$ cat config.mk
export PLATFORM = sky130hd
export DESIGN_NAME = mul_share_arbiter_flat
export DESIGN_NICKNAME = d
export VERILOG_FILES = /design/src/rtl/mul_arb_pkg.sv /design/src/rtl/mul_share_arbiter_if.sv /design/src/rtl/comb_multiplier.sv /design/src/rtl/rr_pick.sv /design/src/rtl/mul_share_arbiter.sv /design/src/flat_wrapper.sv
export SDC_FILE = /design/constraint.sdc
export NUM_CORES = 1
export LEC_CHECK = 0
export BUFFER_PORTS_ARGS = -buffer_cell sky130_fd_sc_hd__buf_4
export CAP_MARGIN = 20
export CORE_MARGIN = 4
export CORE_UTILIZATION = 53
export DETAILED_ROUTE_END_ITERATION = 10
export PLACE_DENSITY = 0.83
export REMOVE_ABC_BUFFERS = 1
export SYNTH_ARGS = -nofsm -noshare
export SYNTH_HDL_FRONTEND = slang
export SYNTH_SLANG_ARGS = --single-unit
$ cat constraint.sdc
create_clock -name clk -period 8.95 [get_ports clk]
set_clock_uncertainty 0.1 [all_clocks]
set_input_delay 1.79 -clock clk [delete_from_list [all_inputs] [get_ports clk]]
set_output_delay 1.79 -clock clk [all_outputs]
set_load 0.02 [all_outputs]
$ cat src/rtl/mul_arb_pkg.sv
// Shared types for the shared-multiplier arbiter: operand/result widths and slot states.
package mul_arb_pkg;

    localparam int unsigned OPERAND_W = 4;
    localparam int unsigned RESULT_W  = 8;

    typedef logic signed [OPERAND_W-1:0] operand_t;
    typedef logic signed [RESULT_W-1:0]  result_t;

    typedef enum logic {
        SLOT_EMPTY = 1'b0,
        SLOT_FULL  = 1'b1
    } slot_state_e;

endpackage

$ cat src/rtl/mul_share_arbiter_if.sv
// Requester and response handshake bundle for mul_share_arbiter.
interface mul_share_arbiter_if
    import mul_arb_pkg::*;
#(
    parameter int unsigned NUM_REQ = 4,
    parameter int unsigned ID_W    = (NUM_REQ > 1) ? $clog2(NUM_REQ) : 1,
    parameter int unsigned CNT_W   = 16
);
    logic [NUM_REQ-1:0]                req_valid;
    logic [NUM_REQ-1:0]                req_ready;
    logic [NUM_REQ-1:0][OPERAND_W-1:0] req_a;
    logic [NUM_REQ-1:0][OPERAND_W-1:0] req_b;
    logic                              rsp_valid;
    logic                              rsp_ready;
    logic [RESULT_W-1:0]               rsp_result;
    logic [ID_W-1:0]                   rsp_id;
    logic [CNT_W-1:0]                  op_count;

    modport master (
        output req_valid, req_a, req_b, rsp_ready,
        input  req_ready, rsp_valid, rsp_result, rsp_id, op_count
    );

    modport slave (
        input  req_valid, req_a, req_b, rsp_ready,
        output req_ready, rsp_valid, rsp_result, rsp_id, op_count
    );
endinterface

$ cat src/rtl/comb_multiplier.sv
// 4x4 signed combinational multiplier; operands sign-extended to the 8-bit product width.
module comb_multiplier
    import mul_arb_pkg::*;
(
    input  operand_t a,
    input  operand_t b,
    output result_t  p
);
    assign p = RESULT_W'(a) * RESULT_W'(b);
endmodule

$ cat src/rtl/rr_pick.sv
// Combinational round-robin picker: first set request at or above ptr, wrapping modulo N.
module rr_pick #(
    parameter int unsigned N  = 4,
    parameter int unsigned IW = (N > 1) ? $clog2(N) : 1
) (
    input  logic [N-1:0]  req,
    input  logic [IW-1:0] ptr,
    output logic [N-1:0]  grant,
    output logic [IW-1:0] gidx,
    output logic          any
);
    int unsigned k;

    always_comb begin
        grant = '0;
        gidx  = '0;
        any   = 1'b0;
        k     = 0;
        for (int unsigned i = 0; i < N; i++) begin
            k = (32'(ptr) + i) % N;
            if (!any && req[IW'(k)]) begin
                any              = 1'b1;
                gidx             = IW'(k);
                grant[IW'(k)]    = 1'b1;
            end
        end
    end
endmodule

$ cat src/rtl/mul_share_arbiter.sv
// Round-robin sharing of one signed 4x4 multiplier among NUM_REQ requesters,
// with a single registered result slot tagged by requester ID.
module mul_share_arbiter
    import mul_arb_pkg::*;
#(
    parameter int unsigned NUM_REQ = 4,
    parameter int unsigned ID_W    = (NUM_REQ > 1) ? $clog2(NUM_REQ) : 1,
    parameter int unsigned CNT_W   = 16
) (
    input logic                clk,
    input logic                arst_n,
    mul_share_arbiter_if.slave bus
);
    slot_state_e        state_q, state_d;
    result_t            result_q, result_d;
    logic [ID_W-1:0]    id_q, id_d;
    logic [ID_W-1:0]    ptr_q, ptr_d;
    logic [CNT_W-1:0]   count_q, count_d;

    logic [NUM_REQ-1:0] grant;
    logic [ID_W-1:0]    gidx;
    logic               any;
    logic               can_accept;
    logic               xfer;
    operand_t           op_a, op_b;
    result_t            product;

    rr_pick #(.N(NUM_REQ), .IW(ID_W)) u_pick (
        .req   (bus.req_valid),
        .ptr   (ptr_q),
        .grant (grant),
        .gidx  (gidx),
        .any   (any)
    );

    assign op_a = bus.req_a[gidx];
    assign op_b = bus.req_b[gidx];

    comb_multiplier u_mul (
        .a (op_a),
        .b (op_b),
        .p (product)
    );

    // Slot may refill in the same cycle it drains.
    assign can_accept = (state_q == SLOT_EMPTY) || bus.rsp_ready;
    assign xfer       = can_accept && any;

    always_comb begin
        state_d       = state_q;
        result_d      = result_q;
        id_d          = id_q;
        ptr_d         = ptr_q;
        count_d       = count_q;
        bus.req_ready = '0;
        if (xfer && arst_n) begin
            bus.req_ready = grant;
        end
        if (xfer) begin
            state_d  = SLOT_FULL;
            result_d = product;
            id_d     = gidx;
            ptr_d    = (gidx == ID_W'(NUM_REQ - 1)) ? '0 : gidx + ID_W'(1);
            count_d  = count_q + CNT_W'(1);
        end else if (bus.rsp_ready) begin
            state_d = SLOT_EMPTY;
        end
    end

    always_ff @(posedge clk or negedge arst_n) begin
        if (!arst_n) begin
            state_q  <= SLOT_EMPTY;
            result_q <= '0;
            id_q     <= '0;
            ptr_q    <= '0;
            count_q  <= '0;
        end else begin
            state_q  <= state_d;
            result_q <= result_d;
            id_q     <= id_d;
            ptr_q    <= ptr_d;
            count_q  <= count_d;
        end
    end

    assign bus.rsp_valid  = (state_q == SLOT_FULL);
    assign bus.rsp_result = result_q;
    assign bus.rsp_id     = id_q;
    assign bus.op_count   = count_q;
endmodule

$ cat src/flat_wrapper.sv
// flat-port wrapper written by rule: the top's interface ports become plain ports
module mul_share_arbiter_flat import mul_arb_pkg::*;
#(
    parameter int unsigned NUM_REQ = 4,
    parameter int unsigned ID_W    = (NUM_REQ > 1) ? $clog2(NUM_REQ) : 1,
    parameter int unsigned CNT_W   = 16
)
  (clk, arst_n, bus_req_valid, bus_req_a, bus_req_b, bus_rsp_ready, bus_req_ready, bus_rsp_valid, bus_rsp_result, bus_rsp_id, bus_op_count);
  mul_share_arbiter_if #(.NUM_REQ(NUM_REQ), .ID_W(ID_W), .CNT_W(CNT_W)) bus_i ();
  input logic clk;
  input logic arst_n;
  input wire logic [$bits(bus_i.req_valid)-1:0] bus_req_valid;
  input wire logic [$bits(bus_i.req_a)-1:0] bus_req_a;
  input wire logic [$bits(bus_i.req_b)-1:0] bus_req_b;
  input wire logic [$bits(bus_i.rsp_ready)-1:0] bus_rsp_ready;
  output wire logic [$bits(bus_i.req_ready)-1:0] bus_req_ready;
  output wire logic [$bits(bus_i.rsp_valid)-1:0] bus_rsp_valid;
  output wire logic [$bits(bus_i.rsp_result)-1:0] bus_rsp_result;
  output wire logic [$bits(bus_i.rsp_id)-1:0] bus_rsp_id;
  output wire logic [$bits(bus_i.op_count)-1:0] bus_op_count;
  assign bus_i.req_valid = bus_req_valid;
  assign bus_i.req_a = bus_req_a;
  assign bus_i.req_b = bus_req_b;
  assign bus_i.rsp_ready = bus_rsp_ready;
  assign bus_req_ready = bus_i.req_ready;
  assign bus_rsp_valid = bus_i.rsp_valid;
  assign bus_rsp_result = bus_i.rsp_result;
  assign bus_rsp_id = bus_i.rsp_id;
  assign bus_op_count = bus_i.op_count;
  mul_share_arbiter #(.NUM_REQ(NUM_REQ), .ID_W(ID_W), .CNT_W(CNT_W)) u_core (.clk(clk), .arst_n(arst_n), .bus(bus_i));
endmodule
* After elaboration in Yosys (flattened, before gate mapping) *
Index checks and enable logic that the tools add are counted.

word-level totals
  bits in writable memories = 0
  bits in read-only memories = 0
  flip-flop bits (word level) = 29
  output and inout port bits = 31
  latch bits = 0
  memories kept = 0
  logic and storage cells = 75
  input bits = 39

cells by class
  shift-type cells = 0
  reduce and logical (&&, ||, !) cells = 14
  add/subtract/negate cells = 5
  $lt $le $gt $ge = 9
  multiplexer cells = 36
  equal/unequal tests = 1
  bitwise gates (word level) = 4
  div/mod/pow operators = 0
  multiply operators = 1

operator list
  operator                                                            number
  two-way mux 4 bit                                                   7
  adder 16 x 1 -> 16 bit (second input constant)                      1
  binary-select mux 4 bit (select 2 bit)                              2
  less-than comparator 2 x 3 -> 1 bit (second input constant)         5
  two-way mux 1 bit                                                   14
  bitwise OR 4 bit                                                    3
  two-way mux 2 bit                                                   5
  logical AND 1 bit                                                   9
  binary-select mux 1 bit (select 2 bit)                              4
  demux 1 bit (select 2 bit)                                          4
  greater-or-equal comparator 2 x 1 -> 1 bit (second input constant)  4
  multiplier 4 x 4 -> 8 bit                                           1
  adder 2 x 1 -> 2 bit (second input constant)                        2
  adder 2 bit (second input constant)                                 2
  zero test 1 bit                                                     3
  equality test 2 bit (second input constant)                         1
  nonzero test 2 bit                                                  1
  logical OR 1 bit                                                    1
  NOT 1 bit                                                           1

* Longest topological paths before layout *
  depth in word-level cells = 15
  depth in mapped cells = 26
  gate-level depth less buffers = 24

* By module *
A second synthesis with hierarchy kept.

unflattened totals
  cells, all modules = 238
  area total of the unflattened synthesis = 2472.4 um^2

by module, submodules not included
  module             times used  cells an instance  area an instance (um^2)
  mul_share_arbiter  1           134                1487.7
  comb_multiplier    1           59                 565.5
  rr_pick            1           45                 419.2

* Worst setup path after synthesis *
No wires, ideal clock.

  kind = in2reg
  start point = input bus_req_valid[0]
  end point = register u_core.result_q[7] (netlist: u_core.bus.rsp_result[7])
  data arrival time = 6.700 ns
  setup slack = 2.024 ns
  buffers on the path = 2
  library setup time = 0.126 ns
  data required time = 8.724 ns
  stages on the path = 24
  cells stage by stage = buf_2 > mux4_2 > and3_4 > a21oi_4 > buf_2 > mux2i_1 > nand2_1 > o21ai_0 > nand2b_1 > fa_1 > inv_1 > fa_1 > inv_1 > fa_1 > inv_1 > ha_1 > inv_1 > fa_1 > inv_1 > a21o_1 > a21oi_1 > xnor2_1 > and4_1 > a221o_1

between the ends
  word-level cells in the longest chain between the ends = 15
  elaborated cells between the ends (all ways) = 28
  those cells by class = mul: 1; mux: 20; reduce/logical: 7

RTL lines
  item                                                              line                                              source
  start: declaration                                                flat_wrapper.sv:12                                input wire logic [$bits(bus_i.req_valid)-1:0] bus_req_valid;
  binary-select mux 1 bit (select 2 bit)                            rr_pick.sv:21                                     if (!any && req[IW'(k)]) begin
  two-way mux 1 bit (implied by the code)                           rr_pick.sv:21
  two-way mux 1 bit                                                 rr_pick.sv:21
  zero test 1 bit                                                   rr_pick.sv:21
  logical AND 1 bit                                                 rr_pick.sv:21
  two-way mux 1 bit                                                 rr_pick.sv:21
  zero test 1 bit                                                   rr_pick.sv:21
  logical AND 1 bit                                                 rr_pick.sv:21
  two-way mux 1 bit                                                 rr_pick.sv:21
  zero test 1 bit                                                   rr_pick.sv:21
  logical AND 1 bit                                                 rr_pick.sv:21
  two-way mux 2 bit                                                 rr_pick.sv:21
  binary-select mux 4 bit (select 2 bit), on equally long branches  mul_share_arbiter.sv:36, mul_share_arbiter.sv:37
  two-way mux 4 bit, on equally long branches                       mul_share_arbiter.sv:36, mul_share_arbiter.sv:37
  multiplier 4 x 4 -> 8 bit                                         comb_multiplier.sv:9                              assign p = RESULT_W'(a) * RESULT_W'(b);
  end signal: assignment                                            mul_share_arbiter.sv:79                           result_q <= result_d;
  end: declaration                                                  mul_share_arbiter.sv:15                           result_t result_q, result_d;

Several ways; a longest one is shown, not always the timed one. The select of a mux whose other input is x is not followed.
A chain may end at the register's enable or synchronous reset.

* Worst setup path after layout *
  start point = input bus_req_valid[2]
  end point = register u_core.result_q[7] (netlist: u_core.bus.rsp_result[7])

Same word-level chain as after synthesis.

==> summary.txt <==
Routing
  – Residual DRC count: 0
  – Routed vias: between 2000 and 2500
  – Wire length per cell: between 10 and 15 um
  – First-pass DRT Iterations: 4
  – Post-route ant nets: 0
  – Vias per inst: 5.48
  – Routed WL: 5190 um
  – Drt initial violations: about 130

STA
  – Post-layout min period: between 7 and 8 ns
  – Fmax: between 100 and 150 MHz
  – Tightest Pin Transition: about 0.90 ns
  – Fin. Hold Viols: 0
  – Max Transition Viols Final: 0
  – Rel. slew slack: 40.0%
  – # setup viols final: 0
  – Setup TNS: 0 ns
  – Unrepaired setup endpoints after global routing: no
  – Final period util: 78.5%

Synthesis
  – Register area share after synthesis: about 30%
  – Yosys reg bits: 29
  – Biggest area consumer among synthesized cells: dfrtp_1
  – Cell area after synthesis: about 2400 um2
  – Syn Area/Cell: roughly 9.3 um2
  – EDFF count, synth: 0
  – Synth Instances: around 260
  – Synth top area share: a little under a third
  – Asr flop ratio synth: between 90% and 100%
  – Synth warn: 0
  – Synth cell types: 43
  – Top post-synthesis cells by area: dfrtp_1, ha_1, fa_1
  – Top FF cell, synth: dfrtp_1

Floorplan
  – Row cnt: 24
  – # IOs: 70
  – Initial Util: 55.0%
  – Core area: approximately 4400 um2
  – Chip height: roughly 75 um
  – Die area: around 5700 um2
  – Die X-Extent: between 70 and 80 um

Placement
  – PortBufs: a little under 70
  – Placed cells: 370
  – DP HPWL: a little over 4000 um
  – Post-DP Area: around 3000 um2
  – GPL Wtd Cong: approximately 0.84

Critical path
  – Slowest stage cell, crit path: mux4_2
  – Worst setup path class: in -> reg
  – Reg2reg path depth: 23
  – Worst path required time: between 9 and 10 ns
  – CP Max Fanout: 17
  – Worst flop-to-flop path startpoint: u_core.ptr_q[0]$_DFFE_PN0P_
  – Worst stage delay on the critical path: around 0.55 ns
  – CP Depth: 22
  – Combined buffer and inverter count along the critical path: 6
  – Most common cell on crit path: inv_1
  – Worst r2r dst: u_core.bus.rsp_result[7]$_DFFE_PN0P_
  – Crit. End Element: register
  – Startpoint types: primary input
  – Critical Path AT: 7.09 ns
  – Crit-path cells: buf_4 > mux4_2 > and3_4 > a21oi_4 > mux2_2 > o21ai_0 > nand2b_1 > fa_1 > inv_1 > fa_1 > inv_1 > fa_1 > inv_1 > ha_1 > inv_1 > fa_1 > inv_1 > a21o_1 > a21oi_1 > xnor2_1 > and4_1 > a221o_1
  – Crit-path leading delay family: adder cells
  – Flop2flop setup slack: around 2.1 ns

Cells and area
  – Final Instance Count excl. Fillers: roughly 380
  – Filler instances: between 300 and 400
  – Post-route design area: roughly 3000 um2
  – Final nets: 394
  – Commonest non-fill, non-tap cells in the layout: buf_4, nand2_1, dfrtp_1, ha_1, nor2_1
  – Most common cell after layout, fill and taps aside: buf_4
  – Register area: around 730 um2
  – P&R area growth vs syn: 25.3%
  – Share of layout cells above drive strength 1: 26.2%
  – Multi-input gate area: about 1600 um2
  – N_diodes: 0

Global route
  – GRT Util Overall: 19.7%
  – Number of global-route vias before repair: ~2000
  – Initial antenna violation count: 0
  – Total grt overflow: 0
  – Largest net degree at the start of global routing: 31
  – First-pass GRT wire length: approximately 8700 um

Clock network
  – CTS H-tree depth: 2
  – CTS root buf: clkbuf_8
  – Clk Latency, worst-skew pair: between 0.2 and 0.3 ns
  – # hold bufs at CTS: 0
  – CTS Buffer Depth: 2
  – CTS Buf Count: 5
  – # Post-CTS Setup Buffers: 0
  – Sink Count: 29
  – Post-CTS resize count: 0
  – CTS tree: done
  – Clk pin slew, worst setup/hold paths: approximately 0.060 ns

Min path
  – WHS Path Cells: 1
  – HP Class: reg -> reg
  – Hold Path Sink: u_core.bus.op_count[15]$_DFFE_PN0P_
  – Hold Path Origin: u_core.bus.op_count[15]$_DFFE_PN0P_

Flow run
  – Max-Cap Viols: 0

Outcome
  – Status: complete, no violations
-- cell families after synthesis --
| family | share of synthesized area (%) |
|---|---|
| AO/OA/AOI/OAI | 12.1 |
| AND/OR/NAND/NOR | 18.7 |
| flip-flops | 30.1 |
| adder cells (fa/ha/maj) | 18.4 |
| buffers and inverters | 4.82 |
| XOR/XNOR | 7.62 |
| multiplexers | 8.30 |
-- layer usage --
metal / vias to the layer above / wire (um) / global-route usage (%)
met5: - / 0 / 0
li1: 1017 / - / -
met1: 967 / 2140 / 24.0
met2: 71 / 2610 / 34.5
met3: 6 / 385 / 4.49
met4: 0 / 50 / 6.02
-- synthesized netlist by cell type, drive strengths merged, types with 4 or more instances --
cell	instances
xnor2	15
nor2	19
xor2	6
a211oi	5
nand3	5
a21oi	9
a221oi	4
ha	21
o21ai	11
nand2	37
mux2i	11
dfrtp	29
fa	9
clkbuf	6
and2	6
inv	16
nor2b	6
nand2b	6
a22oi	4
buf	5
-- worst register-to-register path: cells and delay by family (launching register included) --
kind / cells / cell delay (ns)
compound gates: 5 / 1.34
mux: 2 / 1.00
flops: 1 / 0.70
simple gates: 3 / 0.53
fa+ha+maj: 6 / 2.41
buf+inv: 6 / 0.50
xor+xnor: 1 / 0.10
-- flip-flops by register name (all words and copies together), names as in the netlist --
name / count
u_core.bus.op_count: 16
u_core.bus.rsp_id: 2
u_core.bus.rsp_result: 8
u_core.bus.rsp_valid: 1
u_core.ptr_q: 2
-- area by class of cell --
type	count	area share [%]
multi-input combinational	203	51.9
tap	52	2.15
sequential	29	24.0
clock inverter	1	0.166
timing repair buffer	70	17.4
inverter	16	2.07
clock buffer	5	2.28
-- how the worst max path moves through the flow --
stage                startpoint                                    to  slack, ns
6_report       bus_req_valid[2]  u_core.bus.rsp_result[7]$_DFFE_PN0P_       1.92
5_1_grt        bus_req_valid[2]  u_core.bus.rsp_result[7]$_DFFE_PN0P_       1.58
4_1_cts        bus_req_valid[2]  u_core.bus.rsp_result[7]$_DFFE_PN0P_       1.90
3_5_place_dp   bus_req_valid[2]  u_core.bus.rsp_result[7]$_DFFE_PN0P_       1.61
3_3_place_gp   bus_req_valid[2]  u_core.bus.rsp_result[7]$_DFFE_PN0P_       1.70
2_1_floorplan  bus_req_valid[2]  u_core.bus.rsp_result[7]$_DFFE_PN0P_       2.05
-- per-stage QoR --
| step | hold slack, ns | util, % | setup WS (ns) |
|---|---|---|---|
| finish | 0.368 | 68.9 | 1.92 |
| global placement | 0.366 | 67.3 | 1.70 |
| floorplan | 0.482 | - | 2.05 |
| CTS | 0.376 | 68.9 | 1.90 |
| global route | 0.408 | 68.9 | 1.58 |
| detailed placement | 0.364 | 67.3 | 1.61 |
Power is not shown: default switching activity piles up to over one toggle a cycle in this logic, so the estimate is an artifact.
